## config.mk

```make
export PLATFORM = sky130hd
export DESIGN_NAME = branch_resolver
export DESIGN_NICKNAME = d
export VERILOG_FILES = /design/src/rtl/branch_resolver.sv
export SDC_FILE = /design/constraint.sdc
export NUM_CORES = 1
export LEC_CHECK = 0
export CAP_MARGIN = 10
export CORE_MARGIN = 1.5
export CORE_UTILIZATION = 35
export DETAILED_ROUTE_END_ITERATION = 6
export MAX_ROUTING_LAYER = met4
export SYNTH_ARGS = -nofsm -noshare
export SYNTH_HDL_FRONTEND = slang
export SYNTH_SLANG_ARGS = --single-unit
```

## constraint.sdc

```tcl
create_clock -name clk -period 5.3 [get_ports clk]
set_clock_uncertainty 0.05 [all_clocks]
set_input_delay 1.06 -clock clk [delete_from_list [all_inputs] [get_ports clk]]
set_output_delay 1.06 -clock clk [all_outputs]
set_load 0.01 [all_outputs]
```

## src/rtl/branch_resolver.sv

```systemverilog
// Execute-stage branch resolver: queues fetch-time predictions, checks them at
// resolve, emits predictor training pulses and mispredict flush/redirect.
module branch_resolver #(
    parameter int XLEN  = 32,
    parameter int DEPTH = 4
) (
    input  logic                     clk,
    input  logic                     rst_n,
    input  logic                     fetch_br_valid,
    input  logic [XLEN-1:0]          fetch_pc,
    input  logic                     prediction,
    input  logic                     ex_br_valid,
    input  logic                     ex_taken,
    input  logic [XLEN-1:0]          ex_target,
    output logic                     update_en,
    output logic                     mispredicted,
    output logic                     flush,
    output logic [XLEN-1:0]          redirect_pc,
    output logic                     stall_fetch,
    output logic [$clog2(DEPTH):0]   q_count,
    output logic                     err_underflow
);

    localparam int PW = $clog2(DEPTH);
    localparam int CW = PW + 1;
    localparam logic [CW-1:0] FULL_CNT = CW'(DEPTH);

    logic [XLEN-1:0] pc_q [DEPTH];
    logic [DEPTH-1:0] pred_q;
    logic [PW-1:0]   wptr, rptr;
    logic [CW-1:0]   count;

    logic full, pop, mis, push;
    logic [XLEN-1:0] head_pc;

    // p0: queue-head comparison against the resolved outcome
    assign full    = (count == FULL_CNT);
    assign head_pc = pc_q[rptr];
    assign pop     = ex_br_valid && (count != '0);
    assign mis     = pop && (pred_q[rptr] ^ ex_taken);
    // A full queue can still accept a push when the head leaves this cycle;
    // a mispredict makes any same-cycle fetch wrong-path, so it is dropped.
    assign push    = fetch_br_valid && (!full || pop) && !mis;

    assign stall_fetch = full;
    assign q_count     = count;

    // Entry storage carries no reset: validity is tracked by count/pointers.
    always_ff @(posedge clk) begin
        if (push) begin
            pc_q[wptr]   <= fetch_pc;
            pred_q[wptr] <= prediction;
        end
    end

    always_ff @(posedge clk or negedge rst_n) begin
        if (!rst_n) begin
            wptr  <= '0;
            rptr  <= '0;
            count <= '0;
        end else if (mis) begin
            count <= '0;
            rptr  <= wptr;
        end else begin
            if (push) wptr <= wptr + 1'b1;
            if (pop)  rptr <= rptr + 1'b1;
            case ({push, pop})
                2'b10:   count <= count + 1'b1;
                2'b01:   count <= count - 1'b1;
                default: count <= count;
            endcase
        end
    end

    // p1: registered training pulse, flush and redirect
    always_ff @(posedge clk or negedge rst_n) begin
        if (!rst_n) begin
            update_en     <= 1'b0;
            mispredicted  <= 1'b0;
            flush         <= 1'b0;
            redirect_pc   <= '0;
            err_underflow <= 1'b0;
        end else begin
            update_en    <= pop;
            mispredicted <= mis;
            flush        <= mis;
            if (mis)
                redirect_pc <= ex_taken ? ex_target : head_pc + XLEN'(4);
            if (ex_br_valid && (count == '0))
                err_underflow <= 1'b1;
        end
    end

endmodule

```

=== After elaboration in Yosys (flattened, before gate mapping) ===
Memories as Yosys holds them, arrays and structs flattened.
Cells that the tools add are included.

* Flip-flop bits (word level): 46
* Latch bits: 0
* RAM bits: 128
* ROM bits: 0
* Output and inout port bits: 40
* Memories kept: 1

* $add $sub $neg: 5
* Multiply operators: 0
* Divide/modulo/power cells: 0
* Magnitude comparators: 3
* Equal/unequal tests: 3
* Shift-type cells: 0
* Multiplexer cells: 12
* Bitwise gates (word level): 2
* Reductions and logical operators: 14

{| class="wikitable"
|+ Memory list
! memory !! words !! bits a word !! rd ports !! clocked after memory_dff !! write ports !! RTL line !! source
|-
| pc_q || 4 || 32 || 1 || 0 || 1 || 28 || <nowiki>logic [XLEN-1:0] pc_q [DEPTH];</nowiki>
|}

{| class="wikitable"
|+ Operators by type and width
! cell !! number
|-
| $add A32 B3 Y32 const B || 1
|-
| $mux W32 || 1
|-
| $logic_and A1 B1 Y1 || 6
|-
| $lt A2 B3 Y1 const B || 2
|-
| $pmux W3 S2 || 1
|-
| $reduce_bool A3 Y1 || 2
|-
| $add A2 B1 Y2 const B || 2
|-
| $bwmux W4 || 1
|-
| $mux W1 || 4
|-
| $mux W2 || 2
|-
| $add A3 B1 Y3 const B || 1
|-
| $eq A3 B3 Y1 const B || 1
|-
| $logic_not A3 Y1 || 1
|-
| $mux W3 || 1
|-
| $sub A3 B1 Y3 const B || 1
|-
| $bmux W1 S2 || 1
|-
| $demux W1 S2 || 1
|-
| $eq A2 B1 Y1 const B || 1
|-
| $eq A2 B2 Y1 const B || 1
|-
| $ge A2 B1 Y1 const B || 1
|-
| $logic_not A1 Y1 || 2
|-
| $reduce_and A2 Y1 || 1
|-
| $reduce_bool A2 Y1 || 1
|-
| $logic_or A1 B1 Y1 || 1
|-
| 2 further kinds || 2
|}

=== Longest topological paths before layout ===
* Depth after elaboration: 9
* Depth in mapped cells: 14
* Depth with buffers taken out: 12

=== Worst setup path before layout ===
Ideal clock, no wire load.

* Path kind: input-to-reg
* From: input ex_taken
* To: memory pc_q[0][0], enable pin
* Setup time: 0.393 ns
* Arrival time: 3.099 ns
* Data required time: 4.857 ns
* Path slack: 1.757 ns
* Cell stages on the path: 8
* Path through: clkbuf_1 -> inv_2 -> xnor2_2 -> nand2_1 -> inv_1 -> buf_2 -> nor2_1 -> and2_1

* Longest elaborated chain between the ends: 6

{| class="wikitable"
|+ Ends and longest elaborated chain
! item !! RTL line !! source
|-
| from (decl) || 13 || <nowiki>input logic ex_taken,</nowiki>
|-
| $xor A1 B1 Y1 || 40 || <nowiki>assign mis = pop && (pred_q[rptr] ^ ex_taken);</nowiki>
|-
| $logic_and A1 B1 Y1 || 40 ||
|-
| $logic_not A1 Y1 || 43 || <nowiki>assign push = fetch_br_valid && (!full || pop) && !mis;</nowiki>
|-
| $logic_and A1 B1 Y1 || 43 ||
|-
| $mux W1 || 50 || <nowiki>if (push) begin</nowiki>
|-
| $mux W1 (not written as such) || 51 || <nowiki>pc_q[wptr] <= fetch_pc;</nowiki>
|-
| to (decl) || 28 ||
|}

Every way passes these cells.

=== Worst setup path after layout ===
* From: input ex_br_valid
* To: memory pc_q[0][1], enable pin

* Longest elaborated chain between the ends: 6
* Elaborated cells on any way between the ends: 8
* Those cells by class: 2 x mux; 6 x reduce/logical

{| class="wikitable"
|+ Ends and longest elaborated chain
! item !! RTL line !! source
|-
| from (decl) || 12 || <nowiki>input logic ex_br_valid,</nowiki>
|-
| $logic_and A1 B1 Y1 (*) || 39 || <nowiki>assign pop = ex_br_valid && (count != '0);</nowiki>
|-
| named net pop || 33 || <nowiki>logic full, pop, mis, push;</nowiki>
|-
| $logic_or A1 B1 Y1 or $logic_and A1 B1 Y1 (tied branches) || 43, 40 ||
|-
| $logic_and A1 B1 Y1 or $logic_not A1 Y1 (tied branches) || 43 ||
|-
| $logic_and A1 B1 Y1 (*) || 43 ||
|-
| $mux W1 (*) || 50 ||
|-
| $mux W1 (not written as such) (*) || 51 ||
|}

Mark *: on every way through the listed nets, which the timed path passes. The rest lies on a longest branch.

==> insert_results.sql <==
INSERT INTO impl_metrics (metric_group, metric, value, unit) VALUES
('status', 'run_status', 'finished clean', ''),
('clock_tree', 'cts.hold.buffers_added', '0', ''),
('worst_setup_path', 'critical_path_peak_fanout', '21', ''),
('timing', 'timing.max_slew.rel_slack', '0.321', ''),
('worst_setup_path', 'timing.critical_path.to_type', 'flop', ''),
('place', 'gp_congestion', '0.745', ''),
('power', 'power_leakage', '0.00323', 'µW'),
('yosys', 'mean_syn_cell_area', '15.6', 'µm²'),
('yosys', 'synthesis.nets', '548', ''),
('route', 'drc', '0', ''),
('power', 'share_clk_of_total_power', '0.247', ''),
('timing', 'min_period', '3630', 'ps'),
('clock_tree', 'cts.path.max_buffers', '2', ''),
('die', 'rows', '52', ''),
('route', 'routedWlPerCell', '19.2', 'µm'),
('timing', 'slew_viol_final', '0', ''),
('layout', 'layout_cell_share_with_drive_strength_beyond_1', '0.125', ''),
('die', 'core_area', '20400', 'µm²'),
('yosys', 'synth_seq_area_share', '0.682', ''),
('clock_tree', 'cts.sinks', '174', ''),
('power', 'power_density', '542', 'nW/µm²'),
('clock_tree', 'cts_inserted_buffers', '17', ''),
('yosys', 'ys_seq_elements', '174', ''),
('die', 'initial_core_util', '0.360', ''),
('route', 'ant_nets', '0', ''),
('place', 'port_buffers', '109', ''),
('die', 'area_enclosed_by_the_die_boundary', '21900', 'µm²'),
('route', 'drt-initial-drc-count', '325', ''),
('yosys', 'count_of_flip_flops_with_a_built_in_enable_after_synthesis', '132', ''),
('worst_hold_path', 'holdCritPathClass', 'flop to flop', ''),
('clock_tree', 'tritoncts_clock_tree', 'built', ''),
('timing', 'finalSetupViolations', '0', ''),
('yosys', 'netlist_area', '7350', 'µm²'),
('place', 'dp_slack', '1180', 'ps'),
('power', 'power_switching', '1620', 'µW'),
('grt', 'overall_global_routing_usage', '0.165', ''),
('power', 'pwr-share-comb', '0.354', ''),
('grt', 'antenna_violations_before_repair', '0', ''),
('clock_tree', 'cts_resized', '0', ''),
('die', 'dieHeight', '148', 'µm'),
('timing', 'max_slew.worst_pin.slew', '1020', 'ps'),
('clock_tree', 'path_clk_slew', '60', 'ps'),
('layout', 'syn_to_final_growth', '27.0', '%'),
('grt', 'vias_in_the_first_global_route', '4547', ''),
('layout', 'nNetsFinal', '661', ''),
('clock_tree', 'post-cts-setup-buffers', '0', ''),
('die', 'io_pins', '110', ''),
('timing', 'achievable-frequency', '0.275', 'GHz'),
('power', 'power_frac_seq', '0.400', ''),
('die', 'floorplan.die.width', '148', 'µm'),
('grt', 'grt-ovfl-total', '0', ''),
('timing', 'setup_ws', '1670', 'ps'),
('clock_tree', 'clockRootBuffer', 'clkbuf_16', ''),
('clock_tree', 'clock_tree.htree_level_count', '4', ''),
('grt', 'grt_max_degree', '43', ''),
('power', 'cell_internal_power', '3440', 'µW'),
('place', 'hpwl', '11.3', 'mm'),
('route', 'wirelength', '16.7', 'mm'),
('worst_setup_path', 'worst-endpoint-required', '5340', 'ps'),
('clock_tree', 'clock_insertion_delay_worst_skew', '420', 'ps'),
('run', 'maxCapViolations', '0', ''),
('layout', 'n_fill_cell', '1803', ''),
('worst_setup_path', 'crit_type', 'input pin to flop', ''),
('timing', 'final-hold-violation-count', '0', ''),
('layout', 'number_of_inserted_diodes', '0', ''),
('route', 'route.vias.total', '4397', ''),
('yosys', 'ys.warnings.count', '0', ''),
('yosys', 'synth_ff_type', 'edfxtp_1', ''),
('power', 'share_of_total_power_consumed_by_net_switching', '0.321', ''),
('timing', 'fin_tns_setup', '0', 'ps'),
('timing', 'grt_setup_unrepaired', 'no', ''),
('yosys', 'async_reset_ff_frac', '0.241', ''),
('grt', 'grt_first_pass_wirelength', '26.0', 'mm'),
('power', 'power.ir.vdd_worst', '243', 'µV'),
('worst_setup_path', 'critical_path_data_arrival_time', '3670', 'ps'),
('route', 'routed_via_density', '5.07', ''),
('worst_setup_path', 'cp-start-kind', 'input pin', ''),
('yosys', 'netlist-cell-type-count', '43', ''),
('route', 'detailedRoute.firstPassIterationCount', '4', ''),
('yosys', 'post_synth_inst_count', '472', ''),
('timing', 'post-route-period-util', '0.685', '');
==> registers in the layout (all words and copies together) (netlist names) <==
| name | flops |
|---|---|
| err_underflow | 1 |
| flush | 1 |
| pc_q | 128 |
| pred_q | 4 |
| q_count | 3 |
| redirect_pc | 32 |
| rptr | 2 |
| update_en | 1 |
| wptr | 2 |
==> worst paths after layout <==
kind                                           start                   endpoint  slack, ps  cells after the start
hold / removal             err_underflow$_DFFE_PN0P_  err_underflow$_DFFE_PN0P_        410                      1
max in group asynchronous                      rst_n        rptr[0]$_DFFE_PN0P_       3740                      1
setup reg to reg                 rptr[0]$_DFFE_PN0P_       pc_q[0][1]$_DFFE_PP_       1720                      7
min in group asynchronous                      rst_n  err_underflow$_DFFE_PN0P_        770                      1
hold reg to reg            err_underflow$_DFFE_PN0P_  err_underflow$_DFFE_PN0P_        410                      1
setup / recovery                         ex_br_valid       pc_q[0][1]$_DFFE_PP_       1670                      8
==> worst max-delay path, stage by stage <==
cell	delay, ps
clkdlybuf4s50_1	460
nand2b_1	290
inv_1	160
nand2_1	110
inv_1	60
nor2_1	380
and2_1	690
buf_4	440
==> cells in the mapped netlist, types with 2 or more instances <==
cell,n,area [µm²]
o221ai_1,3,26.3
and3_1,3,18.8
nor2_1,34,128
mux4_1,4,105
o22ai_1,17,106
a21o_1,2,15.0
nand2_1,44,165
nand4_1,7,43.8
buf_2,6,30.0
a31oi_1,2,12.5
a21oi_1,21,105
o21ai_0,21,105
mux2i_1,5,50.1
nor4_4,2,42.5
mux4_2,28,631
inv_1,8,30.0
nor3b_1,2,15.0
buf_4,4,30.0
buf_6,2,22.5
xor2_1,18,158
or2_2,2,12.5
clkbuf_1,11,41.3
dfrtp_1,42,1050
nand3_1,12,60.1
nor3_1,3,15.0
nand2b_1,2,12.5
edfxtp_1,132,3960
ha_1,5,62.6
and2_1,6,37.5
xnor2_1,11,96.3
==> layout by cell type (no fill, tap or decap), drive strengths merged, types with 9 or more instances in the layout <==
cell type,instances
dfrtp,42
nand2,44
o22ai,17
xor2,18
mux4,32
a21oi,21
xnor2,12
edfxtp,132
nor2,34
nand3,13
clkbuf,22
inv,9
clkdlybuf4s50,108
buf,10
o21ai,22
==> stage by stage <==
| stage | hold slack [ps] | instance area, µm² | util | instances | total power (µW) |
|---|---|---|---|---|---|
| floorplan | 443 | 7350 | - | 472 | 3160 |
| finish | 406 | 9330 | 0.457 | 868 | 5060 |
| global route | 439 | 9330 | 0.457 | 868 | 5350 |
| global placement | 403 | 8730 | 0.428 | 836 | 3810 |
| detailed placement | 397 | 8730 | 0.428 | 836 | 3860 |
| CTS | 413 | 9330 | 0.457 | 868 | 5120 |
==> metal layers <==
metal | track usage | vias to the layer above | wire (µm)
li1 | - | 2022 | -
met1 | 0.215 | 2216 | 7590
met2 | 0.257 | 143 | 8000
met3 | 0.0410 | 16 | 944
met4 | 0.0495 | 0 | 154
met5 | - | - | 0
==> power groups by stage <==
stage	Combinational, µW	Sequential [µW]	Clock, µW
after detailed placement	1810	2050	0
after CTS	1820	2030	1280
final	1790	2020	1250
after floorplan	1120	2040	0
after global routing	1960	2060	1330
after global placement	1770	2040	0
==> cell type report <==
class                   instances  area [µm²]  share of cell area
clock inverters                10         140              0.0150
multi-input cells             265        2160               0.231
well taps                     270         338              0.0362
inverters                       9        33.8             0.00362
clock buffers                  22         454              0.0487
flip-flops and latches        174        5020               0.538
repair buffers                118        1190               0.128
==> cell families (layout without fill, tap and decap cells) <==
kind of cell | count (synthesis) | count (layout) | synth area share
xor+xnor | 30 | 30 | 0.0368
fa+ha+maj | 6 | 6 | 0.0112
simple gates | 120 | 120 | 0.0810
compound gates | 71 | 71 | 0.0558
mux | 38 | 38 | 0.108
buf+inv | 33 | 159 | 0.0242
flops | 174 | 174 | 0.682
(Power assumes the default switching activity.)
